### config.mk
export PLATFORM = sky130hd
export DESIGN_NAME = slot_sweep
export DESIGN_NICKNAME = d
export VERILOG_FILES = /design/src/rtl/slot_pkg.sv /design/src/rtl/slot_window_lut.sv /design/src/rtl/slot_sweep.sv
export SDC_FILE = /design/constraint.sdc
export NUM_CORES = 1
export LEC_CHECK = 0
export BUFFER_PORTS_ARGS = -buffer_cell sky130_fd_sc_hd__buf_2
export CAP_MARGIN = 20
export CORE_MARGIN = 10
export CORE_UTILIZATION = 30
export DETAILED_ROUTE_END_ITERATION = 6
export PLACE_DENSITY = 0.58
export SKIP_CTS_REPAIR_TIMING = 1
export SLEW_MARGIN = 30
export SYNTH_ARGS = -nofsm -noshare
export SYNTH_HDL_FRONTEND = slang
export SYNTH_SLANG_ARGS = --single-unit
### constraint.sdc
create_clock -name sysclk -period 3.7 [get_ports sysclk]
set_clock_uncertainty 0.1 [all_clocks]
set_input_delay 0.37 -clock sysclk [delete_from_list [all_inputs] [get_ports sysclk]]
set_output_delay 0.37 -clock sysclk [all_outputs]
set_load 0.005 [all_outputs]
### src/rtl/slot_pkg.sv
// slot_pkg: shared slot window boundaries for the 198-count frame.
// Used by both the sweep generator and the count-to-slot decoder.
package slot_pkg;

    localparam int NUM_SLOTS = 16;
    localparam int FRAME_LEN = 198;
    localparam int CNT_W     = 8;
    localparam int IDX_W     = 4;

    typedef logic [CNT_W-1:0] cnt_t;

    localparam cnt_t SLOT_START [NUM_SLOTS] = '{
        8'd0,   8'd13,  8'd26,  8'd39,
        8'd52,  8'd65,  8'd78,  8'd91,
        8'd104, 8'd117, 8'd130, 8'd143,
        8'd156, 8'd169, 8'd172, 8'd185
    };

    localparam cnt_t SLOT_END [NUM_SLOTS] = '{
        8'd12,  8'd25,  8'd38,  8'd51,
        8'd64,  8'd77,  8'd90,  8'd103,
        8'd116, 8'd129, 8'd142, 8'd155,
        8'd168, 8'd171, 8'd184, 8'd197
    };

    typedef enum logic {
        IDLE,
        SWEEP
    } state_t;

    // Forward direction: which slot window a count falls in.
    function automatic logic [IDX_W-1:0] count_to_slot(input cnt_t c);
        logic [IDX_W-1:0] s;
        s = '0;
        for (int i = 0; i < NUM_SLOTS; i++) begin
            if (c >= SLOT_START[i]) begin
                s = IDX_W'(i);
            end
        end
        return s;
    endfunction

endpackage

### src/rtl/slot_window_lut.sv
// slot_window_lut: slot address to inclusive {start, end} window.
// in_range is low for addresses beyond the last slot.
module slot_window_lut #(
    parameter int COUNT_W = 8,
    parameter int ADDR_W  = 5
) (
    input  logic [ADDR_W-1:0]  slot,
    output logic [COUNT_W-1:0] win_start,
    output logic [COUNT_W-1:0] win_end,
    output logic               in_range
);

    import slot_pkg::*;

    logic [IDX_W-1:0] idx;

    // Table lookup; index is only meaningful when in_range is set.
    always_comb begin
        idx       = slot[IDX_W-1:0];
        in_range  = (32'(slot) < 32'(NUM_SLOTS));
        win_start = COUNT_W'(SLOT_START[idx]);
        win_end   = COUNT_W'(SLOT_END[idx]);
    end

endmodule

### src/rtl/slot_sweep.sv
// slot_sweep: accepts a slot request and streams every count of
// that slot's window, one beat per cycle, under backpressure.
module slot_sweep #(
    parameter int COUNT_W = 8,
    parameter int ADDR_W  = 5
) (
    input  logic               sysclk,
    input  logic               rst_n,
    input  logic               req_valid,
    input  logic [ADDR_W-1:0]  req_slot,
    output logic               req_ready,
    output logic [COUNT_W-1:0] count,
    output logic               count_valid,
    input  logic               count_ready,
    output logic               last,
    output logic               busy,
    output logic               err
);

    import slot_pkg::*;

    state_t             state;
    state_t             state_nxt;
    logic [COUNT_W-1:0] win_start;
    logic [COUNT_W-1:0] win_end;
    logic [COUNT_W-1:0] count_q;
    logic [COUNT_W-1:0] end_q;
    logic               in_range;
    logic               take;
    logic               bad;
    logic               at_end;

    slot_window_lut #(
        .COUNT_W (COUNT_W),
        .ADDR_W  (ADDR_W)
    ) u_lut (
        .slot      (req_slot),
        .win_start (win_start),
        .win_end   (win_end),
        .in_range  (in_range)
    );

    assign take   = (state == IDLE) && req_valid && in_range;
    assign bad    = (state == IDLE) && req_valid && !in_range;
    assign at_end = (count_q == end_q);
    assign count  = count_q;

    // State register; reset aborts any sweep in progress.
    always_ff @(posedge sysclk or negedge rst_n) begin
        if (!rst_n) begin
            state <= IDLE;
        end else begin
            state <= state_nxt;
        end
    end

    // Next state: start on a good request, stop once the end beat is taken.
    always_comb begin
        state_nxt = state;
        unique case (state)
            IDLE: begin
                if (take) begin
                    state_nxt = SWEEP;
                end
            end
            SWEEP: begin
                if (count_ready && at_end) begin
                    state_nxt = IDLE;
                end
            end
            default: state_nxt = IDLE;
        endcase
    end

    // Outputs decoded from state and the window position.
    always_comb begin
        req_ready   = (state == IDLE);
        busy        = (state == SWEEP);
        count_valid = (state == SWEEP);
        last        = (state == SWEEP) && at_end;
    end

    // Window latch, counter and error pulse; a held bad request
    // re-pulses err every other cycle because the pulse gates itself.
    always_ff @(posedge sysclk or negedge rst_n) begin
        if (!rst_n) begin
            count_q <= '0;
            end_q   <= '0;
            err     <= 1'b0;
        end else begin
            err <= bad && !err;
            if (take) begin
                count_q <= win_start;
                end_q   <= win_end;
            end else if (state == SWEEP && count_ready && !at_end) begin
                count_q <= count_q + COUNT_W'(1);
            end
        end
    end

endmodule

After elaboration in Yosys (flattened, before gate mapping)

Memories as Yosys holds them, arrays and structs flattened. A register that Yosys moved wholly into a read port is not among the register bits.
Index checks and enable logic that the tools add are counted.

Output and inout bits: 13
Bits of input ports: 9
Bits in read-only memories: 256
Memories: 2
Logic and storage cells: 31
Register bits: 10

Memory list:

| name            | words | bits a word | rd ports | clocked after memory_dff | write ports | line                  | RTL |
|---|---|---|---|---|---|---|---|
| (no name shown) | 16    | 8           | 1        | 1                        | 0           | slot_window_lut.sv:22 | `win_end = COUNT_W'(SLOT_END[idx]);` |
| (no name shown) | 16    | 8           | 1        | 0                        | 0           | slot_window_lut.sv:21 | `win_start = COUNT_W'(SLOT_START[idx]);` |

$lt $le $gt $ge: 2
Equality and inequality tests: 1
$add $sub $neg: 1
Muxes and demuxes: 7
Reductions and logical operators: 13
Bitwise gates (word level): 2

Operators by type and width:

| kind                                         | count |
|---|---|
| 2-to-1 mux 8 bit                             | 4 |
| adder 8 x 1 -> 8 bit (second input constant) | 1 |
| == test 8 bit                                | 1 |
| logical AND 1 bit                            | 8 |
| >= comparator 5 bit (second input constant)  | 1 |
| < comparator 5 bit (second input constant)   | 1 |
| inverter 4 -> 5 bit                          | 1 |
| logical NOT 1 bit                            | 4 |
| 2-to-1 mux 1 bit                             | 2 |
| one-hot mux 1 bit (2 select lines)           | 1 |
| nonzero test 2 bit                           | 1 |
| inverter 1 bit                               | 1 |

Longest topological paths before layout

Gate-level depths: netlist of run 1.

Depth in word-level cells: 5
Gate-level depth with buffers: 6

Hierarchy

Synthesis of run 1 repeated with hierarchy kept, for this count alone.

Cell total of the unflattened synthesis: 156
Area total of the unflattened synthesis: 1323.8 um^2

Modules (own cells, without submodules):

| module          | area each (um^2) | times used | cells each | seq. area each (um^2) |
|---|---|---|---|---|
| slot_sweep      | 975.9            | 1          | 107        | 450.4 |
| slot_window_lut | 347.8            | 1          | 49         | 0.0 |

Least setup slack after synthesis of run 1

No wires, ideal clock.

Path type: register to output
Start point: register count_q[3], in the netlist count[3]
End point: output port last
Stages on the path, launching flop included: 5
Arrival: 1.403 ns
Path slack: 1.827 ns
Path buffers: 1
Cell sequence: dfrtp_1 -> buf_6 -> xor2_1 -> nor4_2 -> and3_2

Longest elaborated chain between the ends: 2

Ends and longest elaborated chain:

| what                   | line             | RTL |
|---|---|---|
| from (decl)            | slot_sweep.sv:26 | `logic [COUNT_W-1:0] count_q;` |
| from (signal assigned) | slot_sweep.sv:93 | `count_q <= win_start;` |
| from (signal assigned) | slot_sweep.sv:96 | `count_q <= count_q + COUNT_W'(1);` |
| == test 8 bit          | slot_sweep.sv:45 | `assign at_end = (count_q == end_q);` |
| logical AND 1 bit      | slot_sweep.sv:80 | `last = (state == SWEEP) && at_end;` |
| to (decl)              | slot_sweep.sv:15 | `output logic last,` |

Every way passes these cells.

Worst setup path after layout of run 1

Ends and elaborated chain as after synthesis.

==> reports/metrics.yaml, run 1 <==
outcome:
  status: "completed"
grt:
  grt_max_degree: 24
  track_usage: 0.0848
  grt_pass1_vias: 1062
  grt_pass1_wl_mm: 5.20
  antenna_found_initial: 0
  overflow: 0
timing:
  rsz0062_at_grt: "false"
  slew_headroom: 0.550
  worst_hold_slack_ns: 0.280
  hold_violations: 0
  drv_slew: 0
  max_freq_mhz: 427
  setup_viol: 0
  post-route-period-util: 0.634
  worst_slew_pin_slew_ns: 0.674
  final.min_clock_period_ns: 2.34
  fin_tns_setup_ns: 0
worst_setup_path:
  crit_start: "count[3]"
  critPathRequiredTime_ns: 3.23
  worstSetupPathType: "reg2out"
  cp.arrival_ns: 1.87
  cp-end-kind: "output port"
  path_max_fanout: 9
  ff2ff_path_depth: 5
  r2r_start: "count[4]"
  start_kind: "register"
logic_synthesis:
  ys_seq_area_frac: 0.360
  synth_nets: 162
  synth_seq_cells: 18
  synthCells: 146
  synth-main-ff-cell: "dfrtp_1"
  async_flop_share: 1.00
  synth_cell_types: 30
  syn_avg_cell_area_sq_um: 8.57
  netlist_area_sq_um: 1250
  ys.warnings.count: 0
  synth_edf_count: 0
drt:
  final_antenna_net_count: 0
  drt-pass1-iter-count: 4
  wl_per_cell_um: 14.0
  routed_wl_mm: 2.96
  drc: 0
  avgViaCountPerCell: 4.83
  drt_iter0_markers: 53
  vias: 1025
power:
  p_leak_uw: 0.000650
  power_uw: 871
  peakVddDrop_mv: 0.147
  power_density_nw_per_um2: 611
layout:
  final_cell_area_sq_um: 1430
  drive_above_1_share: 0.191
  nNetsFinal: 180
  diodes: 0
  area_growth_pct: 13.9
  final_common_cell: "buf_2"
  nFillCells: 453
  final_cell_mix: "21 x buf_2, 19 x nand2_1, 18 x dfrtp_1, 16 x a21oi_1, 15 x o21ai_0"
  final_core_util: 0.354
floorplanning:
  die_w_um: 84.6
  core_area_sq_um: 4030
  ios: 22
  die-area_sq_um: 7150
  start_util: 0.311
  rows: 23
  die_h_um: 84.6
clock_network:
  clk_latency_ns: 0.25
  cts_max_path_buffers: 2
  numCtsBuffers: 3
  clock_sinks: 18
  clk_root_buffer_cell: "clkbuf_8"
  cts_htree_levels: 1
  path_clk_slew_ns: 0.07
  cts_tree: "yes"
placed_design:
  post-dp-hpwl_mm: 2.27
  gp_congestion: 0.758
  portBuffers: 21
  dpl_cell_area_sq_um: 1370
min_path:
  hp-start: "req_slot[4]"
  holdPathStages: 3
  hold_path.class: "in2reg"
job:
  drv_cap: 0
critical path: stages, from the launching register on:
cell and delay, ns:
dfrtp_1 0.46, xor2_1 0.20, nor4_2 0.58, and3_2 0.29
buf_2 0.11
routing by layer:
metal / up-vias / global-route usage / routed length (um)
li1: 542 / - / -
met1: 460 / 0.122 / 1600
met2: 21 / 0.119 / 1210
met3: 2 / 0.0242 / 143
met4: 0 / 0.0225 / 10
met5: - / 0 / 0
synth_stat cells (2+ instances only):
master     n  share of area
inv_1      6          0.018
nor4_2     2          0.020
o21ai_0   15          0.060
xor2_1    11          0.077
mux2_2     2          0.018
a211oi_1   4          0.024
dfrtp_1   18           0.36
nand2_1   19          0.057
clkbuf_1   7          0.021
and3_2     2          0.012
nand4_1    2          0.010
ha_1       7          0.070
nor2_1     8          0.024
xnor2_1    6          0.042
o211ai_1   5          0.030
a21oi_1   16          0.064
nand3_1    3          0.012
where the power goes:
group          switching [uW]  internal [uW]
Sequential                102            284
Clock                    60.9           72.2
Combinational             190            162
Total                     353            518
per-stage QoR:
stage               worst slack [ns]  std cells
finish                          1.36        212
global route                    1.20        212
CTS                             1.35        211
detailed placement              1.63        208
global placement                1.68        208
floorplan                       1.83        146
path summary, 6_finish.rpt:
path | end | slack, ns
worst max-delay path | last | 1.36
worst min-delay path | err | 0.28
worst max register to register | count[4] | 1.72
worst min register to register | err | 0.33
max in group asynchronous | end_q[0] | 2.71
min in group asynchronous | err | 0.49
cell families after synthesis:
| kind of cell | after synthesis | share of synthesized area |
|---|---|---|
| multiplexers | 3 | 0.0260 |
| adder cells (fa/ha/maj) | 7 | 0.0700 |
| buffers and inverters | 15 | 0.0540 |
| flip-flops | 18 | 0.360 |
| AO/OA/AOI/OAI | 42 | 0.190 |
| AND/OR/NAND/NOR | 44 | 0.181 |
| XOR/XNOR | 17 | 0.119 |
cell type report:
type	count	area (sq um)	share of cell area
clock buffer	3	41.3	0.0290
inverter	6	22.5	0.0158
timing repair buffer	22	115	0.0808
sequential	18	450	0.316
tap	50	62.6	0.0439
multi-input combinational	113	733	0.514
state kept, by name, indices dropped and copies added (netlist names):
name   count
count      8
busy       1
end_q      8
err        1
No activity file was read; power rests on OpenSTA's default activity.
==> run 2, diff against run 1 <==
--- a/config.mk
+++ b/config.mk
@@ -10,7 +10,7 @@
 export CORE_MARGIN = 10
 export CORE_UTILIZATION = 30
 export DETAILED_ROUTE_END_ITERATION = 6
-export PLACE_DENSITY = 0.58
+export PLACE_DENSITY = 0.6
 export SKIP_CTS_REPAIR_TIMING = 1
 export SLEW_MARGIN = 30
 export SYNTH_ARGS = -nofsm -noshare
==> constraint.sdc (replaced) <==
create_clock -name sysclk -period 1.9 [get_ports sysclk]
set_clock_uncertainty 0.1 [all_clocks]
set_input_delay 0.19 -clock sysclk [delete_from_list [all_inputs] [get_ports sysclk]]
set_output_delay 0.19 -clock sysclk [all_outputs]
set_load 0.005 [all_outputs]
==> run 2 against run 1 <==
Effect of this change:
- the flow now finishes with violations (setup timing)
- clock power up 140%
- via count up 6.0%
- combinational power rose to 2.8 times the previous value
- core utilization up 3.4 points
- register-to-register slack worse by 1.6 ns
- critical path type unchanged
- largest cell class unchanged
==> reports/metrics.yaml, run 2 (synthesis results as in run 1) <==
timing:
  post-route-period-util: 1.05
  layout_setup_ws_ns: -0.0907  # was 1.36 ns
  drv_slew: 0  # unchanged
  setup_viol: 1  # was 0
  worst_slew_pin_slew_ns: 0.437  # was 0.674 ns
  slew_headroom: 0.709  # was 0.550
  rsz0062_at_grt: "true"  # was false
  hold_violations: 0  # unchanged
  max_freq_mhz: 502
  final.min_clock_period_ns: 1.99
  fin_tns_setup_ns: -0.0907  # was 0 ns
  worst_hold_slack_ns: 0.0920  # was 0.280 ns
floorplanning:
  ios: 22  # unchanged
  core_area_sq_um: 4030  # unchanged
  die_w_um: 84.6  # unchanged
  die-area_sq_um: 7150  # unchanged
  die_h_um: 84.6  # unchanged
  rows: 23  # unchanged
  start_util: 0.311  # unchanged
layout:
  final_common_cell: "buf_2"  # unchanged
  final_cell_area_sq_um: 1560  # was 1430 sq um
  final_cell_mix: "20 x buf_2, 19 x nand2_1, 17 x dfrtp_1, 16 x a21oi_1, 14 x o21ai_0"  # was 21 x buf_2, 19 x nand2_1, 18 x dfrtp_1, 16 x a21oi_1, 15 x o21ai_0
  area_growth_pct: 25.0  # was 13.9%
  diodes: 0  # unchanged
  final_core_util: 0.388  # was 0.354
  drive_above_1_share: 0.267  # was 0.191
  nNetsFinal: 193  # was 180
grt:
  antenna_found_initial: 0  # unchanged
  overflow: 0  # unchanged
  grt_max_degree: 24  # unchanged
  grt_pass1_vias: 1087  # was 1062
  track_usage: 0.0871  # was 0.0848
  grt_pass1_wl_mm: 5.24  # was 5.20 mm
placed_design:
  gp_congestion: 0.790  # was 0.758
  portBuffers: 21  # unchanged
  dpl_cell_area_sq_um: 1450  # was 1370 sq um
  post-dp-hpwl_mm: 2.29  # was 2.27 mm
drt:
  wl_per_cell_um: 13.5  # was 14.0 um
  drt-pass1-iter-count: 4  # unchanged
  drc: 0  # unchanged
  vias: 1087  # was 1025
  avgViaCountPerCell: 4.81  # was 4.83
  drt_iter0_markers: 31  # was 53
  routed_wl_mm: 3.05  # was 2.96 mm
  final_antenna_net_count: 0  # unchanged
worst_setup_path:
  worstSetupPathType: "reg2out"  # unchanged
  critPathRequiredTime_ns: 1.61  # was 3.23 ns
  r2r_start: "count[0]"  # was count[4]
  cp-end-kind: "output port"  # unchanged
  crit_start: "count[0]"  # was count[3]
  cp.arrival_ns: 1.70  # was 1.87 ns
  path_max_fanout: 5  # was 9
  start_kind: "register"  # unchanged
clock_network:
  cts_max_path_buffers: 2  # unchanged
  clock_sinks: 18  # unchanged
  clk_root_buffer_cell: "clkbuf_8"  # unchanged
  numCtsBuffers: 3  # unchanged
  cts_htree_levels: 1  # unchanged
  clk_latency_ns: 0.26  # was 0.25 ns
  path_clk_slew_ns: 0.07  # about the same
  cts_tree: "yes"  # unchanged
min_path:
  hp-start: "req_slot[4]"  # unchanged
  hold_path.class: "in2reg"  # unchanged
job:
  drv_cap: 0  # unchanged
outcome:
  violations: "setup timing"
  status: "complete, but fails checks"  # was completed
power:
  peakVddDrop_mv: 0.351  # was 0.147 mV
  p_leak_uw: 0.000722  # was 0.000650 uW
  power_uw: 2000  # was 871 uW
  power_density_nw_per_um2: 1280  # was 611 nW/um^2
[run 2: path summary, 6_finish.rpt]
path	endpoint	slack (ns)	cells after the start
max	last	-0.09	5
min	err	0.09	3
max reg2reg	count[1]	0.08	7
min reg2reg	err	0.33	1
max in group asynchronous	count[0]	1.09	2
min in group asynchronous	err	0.30	2
[run 2: metrics by stage]
| stage | cells | worst slack (ns) |
|---|---|---|
| final | 226 | -0.0907 |
| after detailed placement | 218 | 0.128 |
| after global placement | 218 | 0.169 |
| after floorplan | 146 | 0.134 |
| after global routing | 226 | -0.183 |
| after CTS | 222 | -0.142 |
[run 2: critical path, stage by stage (launching register included)]
cell and delay, ns:
dfrtp_2 0.44, xor2_2 0.18, nor4_4 0.37, buf_4 0.20
and3_4 0.17, buf_6 0.09
[run 2: layout make-up]
type / count / area, sq um
Timing Repair Buffer: 35 / 219
Sequential cell: 18 / 452
Tap cell: 50 / 62.6
Multi-Input combinational cell: 113 / 753
Fill cell: 439 / 2460
Clock buffer: 4 / 55.1
Inverter: 6 / 22.5
[run 2: routing by layer]
layer  routed length, um  track usage
met3                 110       0.0135
met4                  92       0.0494
met1                1610        0.122
met5                   0            0
met2                1240        0.121
[run 2: power breakdown]
part / leakage [uW] / internal (uW) / switching [uW]
clock network: 0.0000288 / 184 / 135
logic: 0.000472 / 483 / 496
registers: 0.000221 / 555 / 150
total: 0.000722 / 1220 / 781
==> run 3, diff against run 2 <==
--- a/config.mk
+++ b/config.mk
@@ -5,12 +5,14 @@
 export SDC_FILE = /design/constraint.sdc
 export NUM_CORES = 1
 export LEC_CHECK = 0
-export BUFFER_PORTS_ARGS = -buffer_cell sky130_fd_sc_hd__buf_2
+export ABC_AREA = 1
 export CAP_MARGIN = 20
+export CORE_ASPECT_RATIO = 1.1
 export CORE_MARGIN = 10
 export CORE_UTILIZATION = 30
 export DETAILED_ROUTE_END_ITERATION = 6
-export PLACE_DENSITY = 0.6
+export DONT_BUFFER_PORTS = 1
+export PLACE_DENSITY = 0.55
 export SKIP_CTS_REPAIR_TIMING = 1
 export SLEW_MARGIN = 30
 export SYNTH_ARGS = -nofsm -noshare
==> run 3 against run 2 <==
Effect of this change:
- the run ends with hold timing left
- non-clock buffer count down 30
- core utilization down 4.6 points
- sequential share of layout area up 1.1 points
- global-route usage up 0.14 points
- combinational power down 24%
- register-to-register slack better by 0.23 ns
- first-iteration DRC count rose to 3.0 times the previous value
- maximum frequency up 17%
- synthesized cell count up 32%
- cell area down 4.1%
- critical path type unchanged
- largest cell class unchanged
==> reports/metrics.yaml, run 3 <==
outcome:
  status: "complete, but fails checks"  # unchanged
  violations: "hold timing"  # was setup timing
grt:
  grt_pass1_wl_mm: 5.83  # was 5.24 mm
  track_usage: 0.0885  # was 0.0871
  grt_max_degree: 19  # was 24
  grt_pass1_vias: 1185  # was 1087
  overflow: 0  # unchanged
  antenna_found_initial: 0  # unchanged
layout:
  final_common_cell: "nand2_1"  # was buf_2
  final_core_util: 0.343  # was 0.388
  drive_above_1_share: 0.108  # was 0.267
  nNetsFinal: 211  # was 193
  diodes: 0  # unchanged
  area_growth_pct: 8.21  # was 25.0%
  final_cell_mix: "63 x nand2_1, 20 x nand3_1, 18 x dfrtp_1, 17 x inv_1, 17 x o21ai_0"  # was 20 x buf_2, 19 x nand2_1, 17 x dfrtp_1, 16 x a21oi_1, 14 x o21ai_0
  final_cell_area_sq_um: 1500  # was 1560 sq um
clock_network:
  cts_tree: "yes"  # unchanged
  path_clk_slew_ns: 0.07  # about the same
  cts_max_path_buffers: 2  # unchanged
  numCtsBuffers: 3  # unchanged
  clk_root_buffer_cell: "clkbuf_8"  # unchanged
  clock_sinks: 18  # unchanged
  clk_latency_ns: 0.26  # about the same
  cts_htree_levels: 1  # unchanged
placed_design:
  gp_congestion: 0.825  # was 0.790
  post-dp-hpwl_mm: 2.59  # was 2.29 mm
  portBuffers: 0  # was 21
  dpl_cell_area_sq_um: 1410  # was 1450 sq um
drt:
  drc: 0  # unchanged
  wl_met3_um: 226  # was 110 um
  vias: 1211  # was 1087
  wl_met1_mm: 1.61  # about the same
  final_antenna_net_count: 0  # unchanged
  drt-pass1-iter-count: 4  # unchanged
  wl_per_cell_um: 13.6  # was 13.5 um
  top_layer: "met4"  # unchanged
  drt_iter0_markers: 94  # was 31
  routed_wl_mm: 3.38  # was 3.05 mm
  met2_length_mm: 1.47  # was 1.24 mm
  avgViaCountPerCell: 4.88  # was 4.81
logic_synthesis:
  synth_cell_types: 32  # was 30
  synthCells: 193  # was 146
  synth_compound_area_frac: 0.134  # was 0.190
  syn_avg_cell_area_sq_um: 7.18  # was 8.57 sq um
  netlist.area_leader.share: 0.325  # was 0.360
  synthMuxAreaShare: 0  # was 0.0260
  synth_edf_count: 0  # unchanged
  synth_area_leaders: "dfrtp_1 32%, nand2_1 17%, nand3_1 7.2%"  # was dfrtp_1 36%, xor2_1 7.7%, ha_1 7.0%
  async_flop_share: 1.00  # unchanged
  synth.most_common_cell: "nand2_1"  # unchanged
  synth_xor_area_frac: 0.0487  # was 0.119
  synth_common_cells: "63 x nand2_1, 20 x nand3_1, 18 x dfrtp_1"  # was 19 x nand2_1, 18 x dfrtp_1, 16 x a21oi_1
  yosys.area_share.adder: 0.0632  # was 0.0700
  synth_top_family_by_area: "simple AND/OR/NAND/NOR gates"  # was compound AO/OA/AOI/OAI gates
  ys.warnings.count: 0  # unchanged
  yosysTopAreaCell: "dfrtp_1"  # unchanged
  synth_nets: 209  # was 162
  ys_seq_area_frac: 0.325  # was 0.360
  synth_seq_cells: 18  # unchanged
  synth_simple_gate_area_frac: 0.329  # was 0.181
  synth-main-ff-cell: "dfrtp_1"  # unchanged
  netlist_area_sq_um: 1390  # was 1250 sq um
power:
  switching_power_uw: 781  # about the same
  p_int_uw: 1070  # was 1220 uW
  clockPowerShare: 0.171  # was 0.159
  switching_share: 0.421  # was 0.390
  power_frac_seq: 0.425  # was 0.352
  peakVddDrop_mv: 0.325  # was 0.351 mV
  combPwrFrac: 0.404  # was 0.489
  p_leak_uw: 0.000744  # was 0.000722 uW
  power_density_nw_per_um2: 1240  # was 1280 nW/um^2
floorplanning:
  core_area_sq_um: 4380  # was 4030 sq um
  start_util: 0.317  # was 0.311
  die-area_sq_um: 7740  # was 7150 sq um
  rows: 25  # was 23
  ios: 22  # unchanged
  die_h_um: 91.3  # was 84.6 um
  die_w_um: 84.8  # was 84.6 um
timing:
  worst_hold_slack_ns: -0.0133  # was 0.0920 ns
  drv_slew: 0  # unchanged
  setup_viol: 0  # was 1
  final.min_clock_period_ns: 1.70  # was 1.99 ns
  worst_slew_pin_slew_ns: 0.814  # was 0.437 ns
  fin_tns_setup_ns: 0  # was -0.0907 ns
  rsz0062_at_grt: "false"  # was true
  slew_headroom: 0.455  # was 0.709
  post-route-period-util: 0.897  # was 1.05
  max_freq_mhz: 587  # was 502 MHz
  hold_violations: 2  # was 0
worst_setup_path:
  timing.critical_path.mode_cell: "nand2_1"
  cpPeakStageDelay_ns: 0.48  # was 0.44 ns
  cp_slowest_cell: "dfrtp_1"  # was dfrtp_2
  cp_cell_sequence: "inv_1 -> nand2_1 -> nand2_1 -> nand2_1 -> nor2_2 -> nand2_2 -> nor2_1"  # was xor2_2 -> nor4_4 -> buf_4 -> and3_4 -> buf_6
  ff2ff_path_depth: 6  # was 7
  worstSetupPathType: "reg2out"  # unchanged
  path_max_fanout: 7  # was 5
  start_kind: "register"  # unchanged
  cp.arrival_ns: 1.41  # was 1.70 ns
  cp-end-kind: "output port"  # unchanged
  critPathRequiredTime_ns: 1.61  # about the same
min_path:
  holdPathStages: 2  # was 3
  hold_path.class: "in2reg"  # unchanged
job:
  drv_cap: 0  # unchanged
run 3: cell families after synthesis:
family | after synthesis
buffers and inverters | 30
adders and majority gates | 7
and+or+nand+nor | 101
xor gates and xnor gates | 6
AOI/OAI and AO/OA | 31
DFF | 18
run 3: worst paths after layout:
path,startpoint,endpoint,slack [ns]
max,count[4],last,0.20
min,req_slot[3],end_q[3],-0.01
max reg2reg,count[0],count[2],0.31
min reg2reg,err,err,0.36
max in group asynchronous,rst_n,end_q[4],0.83
min in group asynchronous,rst_n,count[3],0.37
run 3: stage by stage:
step	power, uW	setup WS (ns)	std cells
final	1850	0.196	248
after global routing	2020	0.0654	248
after CTS	1860	0.150	244
after detailed placement	1540	0.314	240
after global placement	1550	0.311	240
after floorplan	1400	0.495	193
run 3: cell type report:
cell class              count  area (sq um)
fillers                   478          2880
multi-input cells         145           797
flip-flops and latches     18           450
inverters                  22          82.6
well taps                  54          67.6
clock buffers               4          55.1
repair buffers              5          47.5
run 3: routing by layer:
layer	track usage	vias to the layer above
li1	-	625
met2	0.132	32
met5	0	-
met1	0.113	547
met3	0.0268	7
met4	0.0412	0
run 3: power groups by stage:
stage / Combinational, uW / Clock, uW / Sequential (uW)
final: 749 / 317 / 788
after global routing: 865 / 337 / 817
after CTS: 741 / 323 / 799
after detailed placement: 734 / 0 / 805
after global placement: 739 / 0 / 812
after floorplan: 705 / 0 / 696
run 3: critical path, delay by kind of cell (launching register included):
family	cells	cell delay (ns)
AND/OR/NAND/NOR	6	0.56
flip-flops	1	0.48
buffers and inverters	1	0.12
